### config.mk
export PLATFORM = sky130hd
export DESIGN_NAME = pipe_hazard_ctrl_flat
export DESIGN_NICKNAME = d
export VERILOG_FILES = /design/src/rtl/pipe_hazard_ctrl_if.sv /design/src/rtl/pipe_hazard_ctrl.sv /design/src/flat_wrapper.sv
export SDC_FILE = /design/constraint.sdc
export NUM_CORES = 1
export LEC_CHECK = 0
export CAP_MARGIN = 15
export CORE_MARGIN = 2
export CORE_UTILIZATION = 50
export DETAILED_ROUTE_END_ITERATION = 8
export PLACE_DENSITY = 0.85
export SETUP_SLACK_MARGIN = 0.4
export SLEW_MARGIN = 0
export SYNTH_ARGS = -nofsm -noshare
export SYNTH_HDL_FRONTEND = slang
export SYNTH_SLANG_ARGS = --single-unit
### constraint.sdc
create_clock -name CLK -period 8.2 [get_ports CLK]
set_clock_uncertainty 0.15 [all_clocks]
set_input_delay 2.46 -clock CLK [delete_from_list [all_inputs] [get_ports CLK]]
set_output_delay 2.46 -clock CLK [all_outputs]
set_load 0.02 [all_outputs]
### src/rtl/pipe_hazard_ctrl_if.sv
// Hazard-controller signal bundle: datapath hazard/debug inputs and the pipeline enables/flushes.
// Breakpoint signals exist only when PIPE_BREAKPOINT_EN is defined.
interface pipe_hazard_ctrl_if #(
    parameter int CNT_W = 16
`ifdef PIPE_BREAKPOINT_EN
    , parameter int ADDR_W = 8
`endif
);
    logic [4:0]       id_rs;
    logic [4:0]       id_rt;
    logic             id_uses_rt;
    logic [4:0]       exe_rt;
    logic             exe_mem_read;
    logic             id_jump;
    logic             mem_branch_taken;
    logic             exe_exception;
    logic             dbg_halt;
    logic             dbg_run;
    logic             dbg_step;
    logic             cnt_clr;
    logic             pc_en;
    logic             if_id_en;
    logic             pipe_en;
    logic             if_id_flush;
    logic             id_exe_flush;
    logic             exe_mem_flush;
    logic             halted;
    logic [CNT_W-1:0] stall_cnt;
    logic [CNT_W-1:0] flush_cnt;
`ifdef PIPE_BREAKPOINT_EN
    logic [ADDR_W-1:0] pc_current;
    logic [ADDR_W-1:0] bp_addr;
    logic              bp_en;
`endif

    // Controller side.
    modport master (
`ifdef PIPE_BREAKPOINT_EN
        input  pc_current, bp_addr, bp_en,
`endif
        input  id_rs, id_rt, id_uses_rt, exe_rt, exe_mem_read, id_jump,
               mem_branch_taken, exe_exception, dbg_halt, dbg_run, dbg_step, cnt_clr,
        output pc_en, if_id_en, pipe_en, if_id_flush, id_exe_flush, exe_mem_flush,
               halted, stall_cnt, flush_cnt
    );

    // Datapath / debugger side.
    modport slave (
`ifdef PIPE_BREAKPOINT_EN
        output pc_current, bp_addr, bp_en,
`endif
        output id_rs, id_rt, id_uses_rt, exe_rt, exe_mem_read, id_jump,
               mem_branch_taken, exe_exception, dbg_halt, dbg_run, dbg_step, cnt_clr,
        input  pc_en, if_id_en, pipe_en, if_id_flush, id_exe_flush, exe_mem_flush,
               halted, stall_cnt, flush_cnt
    );
endinterface

### src/rtl/pipe_hazard_ctrl.sv
// 5-stage pipeline sequencer: enables/flushes, load-use/branch/jump/exception handling,
// RUN/HALT/STEP debug FSM and saturating event counters. Optional breakpoint: PIPE_BREAKPOINT_EN.
module pipe_hazard_ctrl #(
    parameter int CNT_W  = 16,
    parameter int ADDR_W = 8
) (
    input logic                CLK,
    input logic                RESET,
    pipe_hazard_ctrl_if.master hz
);
    typedef enum logic [1:0] {S_RUN = 2'd0, S_HALT = 2'd1, S_STEP = 2'd2} state_e;

    state_e           state_q, state_d;
    logic [CNT_W-1:0] stall_cnt_q, stall_cnt_d;
    logic [CNT_W-1:0] flush_cnt_q, flush_cnt_d;
    logic             act, load_use, bp_hit, stall_inc, flush_inc;
    logic             pc_en, if_id_en, pipe_en, if_id_flush, id_exe_flush, exe_mem_flush, halted;

    if (ADDR_W < 1) begin : g_addr_w_chk
        $error("ADDR_W must be at least 1");
    end

    function automatic logic [CNT_W-1:0] sat_inc(input logic [CNT_W-1:0] v);
        return (&v) ? v : v + 1'b1;
    endfunction

    assign act      = (state_q == S_RUN) || (state_q == S_STEP);
    assign load_use = hz.exe_mem_read && (hz.exe_rt != 5'd0) &&
                      ((hz.exe_rt == hz.id_rs) || (hz.id_uses_rt && (hz.exe_rt == hz.id_rt)));
`ifdef PIPE_BREAKPOINT_EN
    // Only RUN honours the breakpoint so a STEP can move past it.
    assign bp_hit = (state_q == S_RUN) && hz.bp_en && (hz.pc_current == hz.bp_addr);
`else
    assign bp_hit = 1'b0;
`endif

    always_comb begin
        state_d       = state_q;
        pc_en         = 1'b0;
        if_id_en      = 1'b0;
        pipe_en       = 1'b0;
        if_id_flush   = 1'b0;
        id_exe_flush  = 1'b0;
        exe_mem_flush = 1'b0;
        halted        = 1'b0;
        stall_inc     = 1'b0;
        flush_inc     = 1'b0;
        if (act) begin
            if (hz.mem_branch_taken) begin
                {pc_en, if_id_en, pipe_en} = 3'b111;
                {if_id_flush, id_exe_flush, exe_mem_flush} = 3'b111;
                flush_inc = 1'b1;
            end else if (bp_hit) begin
                state_d = S_HALT;
            end else if (hz.exe_exception) begin
                pipe_en       = 1'b1;
                exe_mem_flush = 1'b1;
                flush_inc     = 1'b1;
                state_d       = S_HALT;
            end else if (load_use) begin
                pipe_en      = 1'b1;
                id_exe_flush = 1'b1;
                stall_inc    = 1'b1;
            end else if (hz.id_jump) begin
                {pc_en, if_id_en, pipe_en} = 3'b111;
                if_id_flush = 1'b1;
                flush_inc   = 1'b1;
            end else begin
                {pc_en, if_id_en, pipe_en} = 3'b111;
            end
            if ((state_q == S_STEP) || hz.dbg_halt) begin
                state_d = S_HALT;
            end
        end else begin
            halted = 1'b1;
            if (hz.dbg_run) begin
                state_d = S_RUN;
            end else if (hz.dbg_step) begin
                state_d = S_STEP;
            end
        end
    end

    // Clear wins over a same-cycle increment.
    assign stall_cnt_d = hz.cnt_clr ? '0 : (stall_inc ? sat_inc(stall_cnt_q) : stall_cnt_q);
    assign flush_cnt_d = hz.cnt_clr ? '0 : (flush_inc ? sat_inc(flush_cnt_q) : flush_cnt_q);

    always_ff @(posedge CLK or posedge RESET) begin
        if (RESET) begin
            state_q     <= S_RUN;
            stall_cnt_q <= '0;
            flush_cnt_q <= '0;
        end else begin
            state_q     <= state_d;
            stall_cnt_q <= stall_cnt_d;
            flush_cnt_q <= flush_cnt_d;
        end
    end

    // Reset forces every control output low without waiting for a clock.
    assign hz.pc_en         = pc_en & ~RESET;
    assign hz.if_id_en      = if_id_en & ~RESET;
    assign hz.pipe_en       = pipe_en & ~RESET;
    assign hz.if_id_flush   = if_id_flush & ~RESET;
    assign hz.id_exe_flush  = id_exe_flush & ~RESET;
    assign hz.exe_mem_flush = exe_mem_flush & ~RESET;
    assign hz.halted        = halted & ~RESET;
    assign hz.stall_cnt     = stall_cnt_q;
    assign hz.flush_cnt     = flush_cnt_q;
endmodule

### src/flat_wrapper.sv
// flat-port wrapper written by rule: the top's interface ports become plain ports
module pipe_hazard_ctrl_flat 
#(
    parameter int CNT_W  = 16,
    parameter int ADDR_W = 8
)
  (CLK, RESET, hz_id_rs, hz_id_rt, hz_id_uses_rt, hz_exe_rt, hz_exe_mem_read, hz_id_jump, hz_mem_branch_taken, hz_exe_exception, hz_dbg_halt, hz_dbg_run, hz_dbg_step, hz_cnt_clr, hz_pc_en, hz_if_id_en, hz_pipe_en, hz_if_id_flush, hz_id_exe_flush, hz_exe_mem_flush, hz_halted, hz_stall_cnt, hz_flush_cnt);
  pipe_hazard_ctrl_if #(.CNT_W(CNT_W)) hz_i ();
  input logic CLK;
  input logic RESET;
  input wire logic [$bits(hz_i.id_rs)-1:0] hz_id_rs;
  input wire logic [$bits(hz_i.id_rt)-1:0] hz_id_rt;
  input wire logic [$bits(hz_i.id_uses_rt)-1:0] hz_id_uses_rt;
  input wire logic [$bits(hz_i.exe_rt)-1:0] hz_exe_rt;
  input wire logic [$bits(hz_i.exe_mem_read)-1:0] hz_exe_mem_read;
  input wire logic [$bits(hz_i.id_jump)-1:0] hz_id_jump;
  input wire logic [$bits(hz_i.mem_branch_taken)-1:0] hz_mem_branch_taken;
  input wire logic [$bits(hz_i.exe_exception)-1:0] hz_exe_exception;
  input wire logic [$bits(hz_i.dbg_halt)-1:0] hz_dbg_halt;
  input wire logic [$bits(hz_i.dbg_run)-1:0] hz_dbg_run;
  input wire logic [$bits(hz_i.dbg_step)-1:0] hz_dbg_step;
  input wire logic [$bits(hz_i.cnt_clr)-1:0] hz_cnt_clr;
  output wire logic [$bits(hz_i.pc_en)-1:0] hz_pc_en;
  output wire logic [$bits(hz_i.if_id_en)-1:0] hz_if_id_en;
  output wire logic [$bits(hz_i.pipe_en)-1:0] hz_pipe_en;
  output wire logic [$bits(hz_i.if_id_flush)-1:0] hz_if_id_flush;
  output wire logic [$bits(hz_i.id_exe_flush)-1:0] hz_id_exe_flush;
  output wire logic [$bits(hz_i.exe_mem_flush)-1:0] hz_exe_mem_flush;
  output wire logic [$bits(hz_i.halted)-1:0] hz_halted;
  output wire logic [$bits(hz_i.stall_cnt)-1:0] hz_stall_cnt;
  output wire logic [$bits(hz_i.flush_cnt)-1:0] hz_flush_cnt;
  assign hz_i.id_rs = hz_id_rs;
  assign hz_i.id_rt = hz_id_rt;
  assign hz_i.id_uses_rt = hz_id_uses_rt;
  assign hz_i.exe_rt = hz_exe_rt;
  assign hz_i.exe_mem_read = hz_exe_mem_read;
  assign hz_i.id_jump = hz_id_jump;
  assign hz_i.mem_branch_taken = hz_mem_branch_taken;
  assign hz_i.exe_exception = hz_exe_exception;
  assign hz_i.dbg_halt = hz_dbg_halt;
  assign hz_i.dbg_run = hz_dbg_run;
  assign hz_i.dbg_step = hz_dbg_step;
  assign hz_i.cnt_clr = hz_cnt_clr;
  assign hz_pc_en = hz_i.pc_en;
  assign hz_if_id_en = hz_i.if_id_en;
  assign hz_pipe_en = hz_i.pipe_en;
  assign hz_if_id_flush = hz_i.if_id_flush;
  assign hz_id_exe_flush = hz_i.id_exe_flush;
  assign hz_exe_mem_flush = hz_i.exe_mem_flush;
  assign hz_halted = hz_i.halted;
  assign hz_stall_cnt = hz_i.stall_cnt;
  assign hz_flush_cnt = hz_i.flush_cnt;
  pipe_hazard_ctrl #(.CNT_W(CNT_W), .ADDR_W(ADDR_W)) u_core (.CLK(CLK), .RESET(RESET), .hz(hz_i));
endmodule
== Word-level counts from Yosys, hierarchy flattened ==
Index checks and enable logic that the tools add are counted.

* Memory bits (read-only): 0
* Latch bits: 0
* Register bits: 34
* Memories kept: 0
* Bits in writable memories: 0
* Output and inout port bits: 39
* Word-level logic and storage cells: 70
* Input port bits: 26

* Bitwise logic cells: 7
* Equal/unequal tests: 7
* Multipliers: 0
* Multiplexer cells: 35
* Div/mod/pow operators: 0
* Add/subtract/negate cells: 2
* Order comparisons: 0
* Shift operators: 0
* Reductions and logical operators: 16

{| class="wikitable"
|+ Operator list
! kind !! count
|-
| 2-to-1 mux 16 bit || 6
|-
| adder 16 x 1 -> 16 bit, second input constant || 2
|-
| AND reduction 16 bit || 2
|-
| 2-to-1 mux 1 bit || 23
|-
| 2-to-1 mux 2 bit || 6
|-
| == test 5 bit || 2
|-
| bitwise AND 1 bit || 6
|-
| inequality test 3 bit, second input constant || 2
|-
| nonzero test 5 bit || 1
|-
| inequality test 2 bit, second input constant || 2
|-
| AND reduction 2 bit || 2
|-
| nonzero test 2 bit || 2
|-
| logical AND 1 bit || 3
|-
| logical OR 1 bit || 3
|-
| AND reduction 3 bit || 1
|-
| nonzero test 3 bit || 1
|-
| == test 2 bit, second input constant || 1
|-
| logical NOT 2 bit || 1
|-
| NOT 1 bit || 1
|}

== Depth between registers and ports, before layout ==
Gate-level depths: netlist of the first run.

* Depth after elaboration: 10
* Gate-level depth with buffers: 8
* Depth with buffers taken out: 7

== Worst setup path before layout of the first run ==
No wires, ideal clock.

* Path type: in2out
* From: in hz_exe_rt[0]
* To: out hz_pc_en
* Required time: 5590 ps
* Cell stages on the path: 6
* Buffers on the path: 1
* Path slack: 1816 ps
* Arrival time: 3774 ps
* Cell sequence: or4_4 o21ai_4 nor2_1 nor2_1 o21a_1 buf_4

* Cells in the longest elaborated chain, start to end: 9
* Elaborated cells between the ends (all ways): 12
* Classes of those cells: 2 x eq/ne; 4 x mux; 1 x bitwise; 5 x reduce/logical

{| class="wikitable"
|+ RTL lines
! item !! line !! source
|-
| start: declaration || flat_wrapper.sv:14 || <nowiki>input wire logic [$bits(hz_i.exe_rt)-1:0] hz_exe_rt;</nowiki>
|-
| == test 5 bit || pipe_hazard_ctrl.sv:29 || <nowiki>((hz.exe_rt == hz.id_rs) || (hz.id_uses_rt && (hz.exe_rt == hz.id_rt)));</nowiki>
|-
| logical AND 1 bit || pipe_hazard_ctrl.sv:29 ||
|-
| logical OR 1 bit || pipe_hazard_ctrl.sv:29 ||
|-
| logical AND 1 bit (*) || pipe_hazard_ctrl.sv:28 || <nowiki>assign load_use = hz.exe_mem_read && (hz.exe_rt != 5'd0) &&</nowiki>
|-
| 2-to-1 mux 1 bit (*) (4 in series) || n/a ||
|-
| bitwise AND 1 bit (*) || n/a ||
|-
| end: declaration || flat_wrapper.sv:23 || <nowiki>output wire logic [$bits(hz_i.pc_en)-1:0] hz_pc_en;</nowiki>
|}

Mark *: on every way between the ends. The rest lies on a longest branch, timed or not.

== Worst setup path in the final report of the first run ==
* From: in hz_exe_rt[0]
* To: out hz_if_id_flush

* Cells in the longest elaborated chain, start to end: 9
* Elaborated cells between the ends (all ways): 12
* Classes of those cells: 2 x eq/ne; 4 x mux; 1 x bitwise; 5 x reduce/logical

{| class="wikitable"
|+ RTL lines
! item !! line !! source
|-
| == test 5 bit || pipe_hazard_ctrl.sv:29 ||
|-
| logical AND 1 bit || pipe_hazard_ctrl.sv:29 ||
|-
| logical OR 1 bit || pipe_hazard_ctrl.sv:29 ||
|-
| logical AND 1 bit (*) || pipe_hazard_ctrl.sv:28 ||
|-
| 2-to-1 mux 1 bit (*) || pipe_hazard_ctrl.sv:60 || <nowiki>end else if (load_use) begin</nowiki>
|-
| 2-to-1 mux 1 bit (*) || pipe_hazard_ctrl.sv:55 || <nowiki>end else if (hz.exe_exception) begin</nowiki>
|-
| 2-to-1 mux 1 bit (*) || pipe_hazard_ctrl.sv:49 || <nowiki>if (hz.mem_branch_taken) begin</nowiki>
|-
| 2-to-1 mux 1 bit (*) || pipe_hazard_ctrl.sv:48 || <nowiki>if (act) begin</nowiki>
|-
| bitwise AND 1 bit (*) || pipe_hazard_ctrl.sv:104 || <nowiki>assign hz.if_id_flush = if_id_flush & ~RESET;</nowiki>
|-
| end: declaration || flat_wrapper.sv:26 || <nowiki>output wire logic [$bits(hz_i.if_id_flush)-1:0] hz_if_id_flush;</nowiki>
|}

Marks and branches as above.

==> impl_results.md, run 1 <==
- Outcome: complete, no violations
- Via count: 2033
- Mean routed wirelength per cell: about 14 µm
- Seq cells post-synth: 34
- Max-cap violations: 0
- Crit-path max cell delay: just under 0.6 ns
- I/O Pins: between 60 and 70
- Pre-Repair DR Iteration Count: 4
- Cts repair resizes: 0
- TritonCTS Buffers: 5
- Crit path DAT: roughly 4.8 ns
- Tmin final: around 7.4 ns
- Hpwl dp: 3730 µm
- Final period util: ~90%
- Vias per Instance: slightly below 6
- Number of distinct library cells after synthesis: 42
- Longest Clk Path Bufs: 2
- CP Buf/Inv Count: 2
- I/O Buffers: 64
- Crit path top cell by count: clkdlybuf4s50_1
- Row count: 23
- Synth area leader: dfrtp_1
- Area of the multi-input gates: between 1000 and 1500 µm²
- Sequential fraction of the synthesis area: 40.6%
- Gp weighted congestion: just under 0.8
- Main synth FF type: dfrtp_1
- CP required: approximately 5.6 ns
- First-pass GRT wire length: 8100 µm
- EDFF count, synth: 0
- Worst skew pair latency: 0.29 ns
- Die area: around 4700 µm²
- Worst min-delay path class: flop to flop
- CTS H-tree lvls: 2
- CTS tree: built
- Max Slew Vio Count: 0
- Synth cell count leaders: dfrtp_1, nor2_1, a21oi_1
- Iter 0 DRT Violations: about 120
- Residual DRC: 0
- Die Span Y: slightly below 70 µm
- FFs w/ async S/R, synth: 100%
- Synth area leaders: dfrtp_1, xnor2_1, nor2_1
- Hold-fix buffers, CTS: 0
- Final setup violation count: 0
- Family with the most delay on the worst path: buffers and inverters
- FMAX: about 140 MHz
- Cell area after technology mapping: roughly 2100 µm²
- Nets: between 300 and 400
- Crit path cell chain: clkdlybuf4s50_1 > or4_4 > o21ai_4 > nor2_1 > nor3b_1 > o21a_1 > clkdlybuf4s50_1
- Global route overflow: 0
- Power per Cell Area: approximately 130 nW/µm²
- Vias in the first global route: 1764
- Initial antenna violation count: 0
- Area of all sequential standard cells: ~850 µm²
- Syn_nets: 265
- Die width: ~70 µm
- Post-route ant nets: 0
- Critical-path maximum fanout: 9
- Slowest cell on the critical path: clkdlybuf4s50_1
- Worst Tran Pin Value: 0.667 ns
- Startpoint Class: input port
- Clock root buffer: clkbuf_8
- Setup CP Type: input port to output pin
- Syn avg cell area: roughly 8.8 µm²
- Area delta synth->final: 35.5%
- Largest net degree at the start of global routing: 40
- Setup TNS: 0 ns
- GRT Util Overall: a little under a quarter
- RSZ-0062 raised after global routing: no
- Setup crit end kind: output pin
- Syn. warnings: 0
- Max-slew headroom: a little under three fifths
- Top cell type's share of synthesized area: about two fifths
- Max VDD drop: 112 µV
- Final Hold Viols: 0
- Fraction of layout instances using a drive strength above 1: 6.95%
- CTS clk-pin slew, worst paths: 0.08 ns
- CTS Sinks: 34
- Place WS: around 0.83 ns
- Leak: about 1.0 nW
- Total setup buffers inserted after CTS: 0
- Final worst slack: about 0.84 ns
- CORE AREA: around 4000 µm²
- Diodes inserted: 0
- Initial Util: about half
- Count leader, synth: dfrtp_1
- Final wirelength: 5050 µm
- Syn Inst Count: 237
- Fillers: approximately 330
==> report_power, final <==
group | switching [mW] | internal [mW] | leakage [nW]
registers | 0.00694 | 0.172 | 0.471
clock network | 0.0612 | 0.0570 | 0.0438
logic | 0.0420 | 0.0364 | 0.534
==> placed cells by master, fill, tap and decap left out, types with 3 or more instances in the layout <==
cell | netlist | final
nor3_1 | 8 | 8
and2_1 | 3 | 3
o21ai_0 | 8 | 8
nand2_1 | 16 | 16
nand2b_1 | 3 | 3
nand3_1 | 16 | 16
nor2_1 | 27 | 27
nor4_1 | 6 | 6
nor2b_1 | 4 | 4
inv_1 | 9 | 9
a211oi_1 | 4 | 4
or3_1 | 9 | 9
clkbuf_8 | 0 | 5
or4_1 | 4 | 4
a21oi_1 | 17 | 17
xor2_1 | 3 | 3
a31o_2 | 3 | 3
o21a_1 | 4 | 4
dfrtp_1 | 34 | 34
clkdlybuf4s50_1 | 0 | 64
xnor2_1 | 16 | 16
nand4_1 | 6 | 6
mux2_2 | 4 | 4
o31ai_1 | 4 | 4
==> final timing paths <==
path                                        start                 endpoint  slack [ns]  cells after the start
min reg2reg                     u_core.state_q[1]        u_core.state_q[1]        0.38                      2
max reg2reg                u_core.hz.stall_cnt[0]  u_core.hz.stall_cnt[10]        5.71                      7
min in group asynchronous                   RESET        u_core.state_q[1]        2.41                      2
max                                  hz_exe_rt[0]           hz_if_id_flush        0.84                      7
max in group asynchronous                   RESET   u_core.hz.flush_cnt[1]        4.79                      3
min                             u_core.state_q[1]        u_core.state_q[1]        0.38                      2
==> per-layer routing <==
metal	vias to the layer above	wire length, µm	GRT usage (%)
met2	70	2520	35.9
met4	0	72	7.84
met5	-	0	0
met1	968	2210	31.1
li1	988	-	-
met3	7	253	4.87
==> final cells by class <==
cell class              instances  area share [%]
multi-input cells             186            40.8
clock inverters                 2           0.353
inverters                       9            1.19
well taps                      50            2.20
repair buffers                 66            23.1
flip-flops and latches         34            30.0
clock buffers                   5            2.42
==> through the flow <==
step | area [µm²] | utilization, % | power, mW | instances | hold slack (ns)
finish | 2840 | 70.5 | 0.375 | 352 | 0.381
global route | 2840 | 70.5 | 0.392 | 352 | 0.421
floorplan | 2090 | - | 0.224 | 237 | 0.315
global placement | 2760 | 68.5 | 0.258 | 345 | 0.348
CTS | 2840 | 70.5 | 0.379 | 352 | 0.380
detailed placement | 2760 | 68.5 | 0.261 | 345 | 0.353
==> flip-flops by register name (all words and copies together) (netlist names) <==
name and count:
u_core.hz.stall_cnt 16, u_core.hz.flush_cnt 16, u_core.state_q 2
==> kinds of logic (layout without fill, tap and decap cells) <==
group | count (synthesis) | in the layout | synth area share, %
xor gates and xnor gates | 19 | 19 | 7.95
buffers and inverters | 17 | 82 | 4.12
and+or+nand+nor | 111 | 111 | 28.0
muxes | 5 | 5 | 2.63
AOI/OAI and AO/OA | 49 | 49 | 15.5
DFF | 34 | 34 | 40.6
adders and majority gates | 2 | 2 | 1.19
==> worst reg2reg max path: cells and delay by family, from the launching register on <==
kind | cells | cell delay [ns]
and+or+nand+nor | 3 | 0.94
AOI/OAI and AO/OA | 3 | 0.63
DFF | 1 | 0.42
adders and majority gates | 1 | 0.25
Power figures use the tool's default switching activity.
==> run 2: changes to the inputs <==
--- a/config.mk
+++ b/config.mk
@@ -9,6 +9,7 @@
 export CORE_MARGIN = 2
 export CORE_UTILIZATION = 50
 export DETAILED_ROUTE_END_ITERATION = 8
+export HOLD_SLACK_MARGIN = 0.03
 export PLACE_DENSITY = 0.85
 export SETUP_SLACK_MARGIN = 0.4
 export SLEW_MARGIN = 0
==> results of run 2 <==
Same layout as run 1: the final DEF is identical, and so are final timing and power.
